$ cat src/rtl/bcd2_seg7_scan.sv
// Two-digit multiplexed 7-segment driver: captures a TEN/ONE BCD pair and scans it with dead time and blinking.
// Optional build macro LZ_BLANK_EN blanks the tens digit when it is zero.
module bcd2_seg7_scan #(
  parameter int REFRESH_DIV  = 50000,
  parameter int DEAD_CYC     = 2,
  parameter int BLINK_FRAMES = 64
) (
  input  logic       clk,
  input  logic       rst,
  input  logic       load,
  input  logic [3:0] TEN,
  input  logic [3:0] ONE,
  input  logic       blink,
  output logic [6:0] SEG,
  output logic [1:0] AN,
  output logic       err
);

  localparam int CNT_W = $clog2(REFRESH_DIV);
  localparam int BLK_W = (BLINK_FRAMES > 1) ? $clog2(BLINK_FRAMES) : 1;

  localparam logic [CNT_W-1:0] CNT_LAST = CNT_W'(REFRESH_DIV - 1);
  localparam logic [CNT_W-1:0] DEAD_LIM = CNT_W'(DEAD_CYC);
  localparam logic [BLK_W-1:0] BLK_LAST = BLK_W'(BLINK_FRAMES - 1);

  localparam logic [6:0] SEG_OFF  = 7'h7F;
  localparam logic [6:0] SEG_DASH = 7'h3F;
  localparam logic [1:0] AN_OFF   = 2'b11;
  localparam logic [1:0] AN_ONES  = 2'b10;
  localparam logic [1:0] AN_TENS  = 2'b01;

  typedef enum logic {
    SLOT_ONES = 1'b0,
    SLOT_TENS = 1'b1
  } slot_e;

  function automatic logic [6:0] decode(input logic [3:0] d);
    logic [6:0] s;
    case (d)
      4'd0:    s = 7'h40;
      4'd1:    s = 7'h79;
      4'd2:    s = 7'h24;
      4'd3:    s = 7'h30;
      4'd4:    s = 7'h19;
      4'd5:    s = 7'h12;
      4'd6:    s = 7'h02;
      4'd7:    s = 7'h78;
      4'd8:    s = 7'h00;
      4'd9:    s = 7'h10;
      default: s = SEG_DASH;
    endcase
    return s;
  endfunction

  logic [3:0]       ten_q, one_q, ten_d, one_d;
  logic             err_q, err_d;
  logic [CNT_W-1:0] cnt, cnt_d;
  slot_e            sel, sel_d;
  logic [BLK_W-1:0] blink_cnt, blink_cnt_d;
  logic             phase, phase_d;
  logic [6:0]       seg_q, seg_d;
  logic [1:0]       an_q, an_d;
  logic             slot_end, frame_end, blank;
  logic [3:0]       digit;

  always_comb begin
    ten_d       = ten_q;
    one_d       = one_q;
    err_d       = err_q;
    cnt_d       = cnt + 1'b1;
    sel_d       = sel;
    blink_cnt_d = blink_cnt;
    phase_d     = phase;
    slot_end    = (cnt == CNT_LAST);
    frame_end   = slot_end && (sel == SLOT_TENS);

    // load has no back-pressure: every edge with load=1 captures TEN/ONE.
    if (load) begin
      ten_d = TEN;
      one_d = ONE;
      err_d = (TEN > 4'd9) | (ONE > 4'd9);
    end

    if (slot_end) begin
      cnt_d = '0;
      sel_d = (sel == SLOT_ONES) ? SLOT_TENS : SLOT_ONES;
    end

    if (!blink) begin
      blink_cnt_d = '0;
      phase_d     = 1'b0;
    end else if (frame_end) begin
      if (blink_cnt == BLK_LAST) begin
        blink_cnt_d = '0;
        phase_d     = ~phase;
      end else begin
        blink_cnt_d = blink_cnt + 1'b1;
      end
    end

    // Outputs are computed from pre-edge state so AN and SEG switch together.
    digit = (sel == SLOT_TENS) ? ten_q : one_q;
    blank = (cnt < DEAD_LIM) | (blink & phase);
`ifdef LZ_BLANK_EN
    blank = blank | ((sel == SLOT_TENS) && (ten_q == 4'd0));
`endif
    an_d  = blank ? AN_OFF : ((sel == SLOT_TENS) ? AN_TENS : AN_ONES);
    seg_d = blank ? SEG_OFF : decode(digit);
  end

  always_ff @(posedge clk) begin
    if (rst) begin
      ten_q     <= 4'd0;
      one_q     <= 4'd0;
      err_q     <= 1'b0;
      cnt       <= '0;
      sel       <= SLOT_ONES;
      blink_cnt <= '0;
      phase     <= 1'b0;
      seg_q     <= SEG_OFF;
      an_q      <= AN_OFF;
    end else begin
      ten_q     <= ten_d;
      one_q     <= one_d;
      err_q     <= err_d;
      cnt       <= cnt_d;
      sel       <= sel_d;
      blink_cnt <= blink_cnt_d;
      phase     <= phase_d;
      seg_q     <= seg_d;
      an_q      <= an_d;
    end
  end

  assign SEG = seg_q;
  assign AN  = an_q;
  assign err = err_q;

endmodule
$ cat config.mk
export PLATFORM = sky130hd
export DESIGN_NAME = bcd2_seg7_scan
export DESIGN_NICKNAME = d
export VERILOG_FILES = /design/src/rtl/bcd2_seg7_scan.sv
export SDC_FILE = /design/constraint.sdc
export NUM_CORES = 1
export LEC_CHECK = 0
export ABC_AREA = 1
export CORE_AREA = 3 3 68 70
export DETAILED_ROUTE_END_ITERATION = 8
export DIE_AREA = 0 0 71 73
export GPL_ROUTABILITY_DRIVEN = 0
export PLACE_DENSITY_LB_ADDON = 0.2
export RECOVER_POWER = 100
export SLEW_MARGIN = 20
export SYNTH_ARGS = -nofsm -noshare
export SYNTH_HDL_FRONTEND = slang
export SYNTH_SLANG_ARGS = --single-unit
$ cat constraint.sdc
create_clock -name clk -period 4.54 [get_ports clk]
set_input_delay 0.908 -clock clk [delete_from_list [all_inputs] [get_ports clk]]
set_output_delay 0.908 -clock clk [all_outputs]
set_load 0.03 [all_outputs]
==> flow_summary.ini <==
[run_status]
status = finished clean

[timing]
final.setup.tns_ns = 0
setup-violations-final = 0
max-slew-margin-rel_pct = 52.5
timing_hold_violations_final = 0
timing.fmax_mhz = 406
final_count_of_pins_violating_max_slew = 0
rsz0062_at_grt = false
final_clock_period_utilization_by_the_worst_path_pct = 54.2
worst_pin_slew_ns = 0.710
worst_clock_skew_ns = 0.00492
finalCriticalPeriod_ns = 2.46
worst_hold_slack_ns = 0.471

[route]
detailroute.via_count = 1745
detail_route.wirelength_um = 3810
wl_per_cell_um = 10.6
route.antenna.remaining_nets = 0
detail_route.iter0.violations = 70
route.detailed.drc = 0
vias_per_cell = 4.85
drt_first_pass_iters = 4

[worst_setup_path]
worst-r2r-cell-count = 8
r2r_setup_slack_ns = 2.51
reg2reg_from = cnt[0]
delay_of_the_slowest_cell_on_the_worst_path_ns = 0.61
rr_endpoint = cnt[14]
required_ns = 4.76
setup_crit_end = cnt[14]
cp.arrival_ns = 2.68
critical_path_peak_fanout = 10
crit_path_end_kind = flip-flop
worstSetupPathType = in2reg
crit_chain = dlygate4sd3_1, nor2_1, clkinvlp_2, a21oi_1
cpMaxStageDelayCell = dlygate4sd3_1
startpoint = rst
worst_setup_path_start_kind = primary input

[global_routing]
pin_count_of_the_biggest_net_entering_global_routing = 17
vias_in_the_first_global_route = 1616
gr-total-overflow = 0
overall_fraction_of_global_route_tracks_in_use_pct = 16.2
antenna_violations_before_repair = 0
wire_length_of_the_first_global_routing_pass_um = 6710

[clock_network]
cts_sinks = 42
cts_max_path_buffers = 2
post_cts_resize_count = 0
clock_tree_from_tritoncts = done
cts-root-buf = clkbuf_8
h-tree-depth = 2
clock_insertion_delay_worst_skew_ns = 0.30
cts.clk_slew.worst_paths_ns = 0.08
post-cts-setup-buffers = 0
cts_hold_repair.buffers = 0
cts_made_buffers = 5

[synthesis]
synthTopCellsByCount = 61 x nand2_1, 42 x dfxtp_1, 35 x nor2_1
synthMostInstantiatedCell = nand2_1
netlist_top_cells_area = dfxtp_1 41%, nand2_1 11%, nor2_1 6.4%
syn-num-nets = 302
synth_cell_type_count = 29
ys_seq_area_share_pct = 41.2
postSynth.asyncResetShare_pct = 0
yosys_warnings = 0
top_flip_flop_cell_by_instance_count_after_synthesis = dfxtp_1
yosys_top_cell_area_share_pct = 41.2
avgSynthCellArea_sq_um = 7.21
synth_cells = 283
synth.ff_latch_count = 42
netlist.top_cell.by_area = dfxtp_1
netlist_area_sq_mm = 0.00204
number_of_enable_flip_flop_cells_after_synthesis = 0

[place]
portBuffers = 21
post-place-cells = 352
place_hpwl_um = 2930

[floorplan]
die_x_um = 71
coreArea_sq_mm = 0.00403
rows = 23
design.portCount = 22
die_h_um = 73
initial_utilization_pct = 50.6
floorplan.die_area_sq_mm = 0.00518

[final_layout]
layout_stage_area_growth_over_the_synthesis_result_pct = 17.1
layout-drive-gt1-share_pct = 9.03
finalNonFillerCells = 360
antenna_cells = 0
fin_nets = 328

[power_and_ir_drop]
netSwitchingFraction_pct = 23.2
power_density_mw_per_mm2 = 314
comb_power_share_pct = 9.9
net-switching-power_mw = 0.174
vdd_ir_drop_max_v = 0.000198
p_int_mw = 0.576
power.sequential.fraction_pct = 51.7
power.share.clock_pct = 38.4
power.static_leakage_nw = 0.931

[hold_path]
hold_removal_path_class = reg2reg

[flow_run]
cap_violations = 0
-- cell type report --
cell class                 count  area (sq um)
fill                         386          1640
multi-input combinational    199          1020
sequential                    42           841
timing repair buffer          21           210
inverter                      40           151
clock buffer                   7          76.3
tap                           50          62.6
clock inverter                 1          30.0
-- kinds of logic (layout without fill, tap and decap cells) --
group,count (synthesis),in the layout,synth area share [%]
AOI/OAI and AO/OA,46,46,12.4
xor gates and xnor gates,6,6,2.58
adders and majority gates,7,7,4.29
buffers and inverters,42,69,8.04
DFF,42,42,41.2
and+or+nand+nor,140,140,31.5
-- power by group through the flow --
stage	clock network (mW)	logic, mW	registers [mW]
final	0.288	0.0746	0.388
after global routing	0.311	0.0841	0.389
after CTS	0.295	0.0795	0.388
after detailed placement	0	0.0793	0.397
after global placement	0	0.0783	0.397
after floorplan	0	0.0355	0.409
-- flip-flops by register name, indices dropped and copies added, names as in the netlist --
register / count
SEG: 7
blink_cnt: 6
err: 1
AN: 2
phase: 1
one_q: 4
ten_q: 4
cnt: 16
sel: 1
-- cells in the final DEF (no fill, tap or decap), types with 5 or more instances in the layout --
master	count
nand2_1	61
dfxtp_1	42
nor2_1	36
inv_1	34
a21oi_1	23
o21ai_0	16
nand3_1	16
dlygate4sd3_1	12
clkdlybuf4s50_1	9
nor3_1	7
ha_1	7
nand2_2	5
clkbuf_8	5
-- worst max-delay path: cells and delay by family --
| kind | cells | cell delay (ns) |
|---|---|---|
| buffers and inverters | 2 | 1.09 |
| AND/OR/NAND/NOR | 1 | 0.46 |
| AO/OA/AOI/OAI | 1 | 0.22 |
-- metal layers --
layer / global-route usage [%] / up-vias / share of wire, %
li1: - / 951 / -
met3: 3.31 / 6 / 4.8
met2: 26.8 / 30 / 46
met5: 0 / - / 0
met4: 8.14 / 0 / 1.5
met1: 20.1 / 758 / 48
-- metrics by stage --
stage | utilization, % | setup slack (ns) | total power [mW] | cell area [sq um]
detailed placement | 57.1 | 2.07 | 0.476 | 2300
global route | 59.3 | 1.88 | 0.784 | 2390
CTS | 59.8 | 2.32 | 0.763 | 2410
floorplan | - | 2.85 | 0.444 | 2040
finish | 59.3 | 2.08 | 0.751 | 2390
global placement | 57.1 | 2.12 | 0.475 | 2300
-- how the worst min path moves through the flow --
stage	from	endpoint	slack, ns	cells past startpoint
floorplan	cnt[0]	cnt[0]	0.42	1
CTS	cnt[0]	cnt[0]	0.48	1
global placement	cnt[0]	cnt[0]	0.44	1
detailed placement	one_q[3]	one_q[3]	0.47	2
global route	one_q[3]	one_q[3]	0.52	2
finish	cnt[0]	cnt[0]	0.47	1
Power figures use the tool's default switching activity.
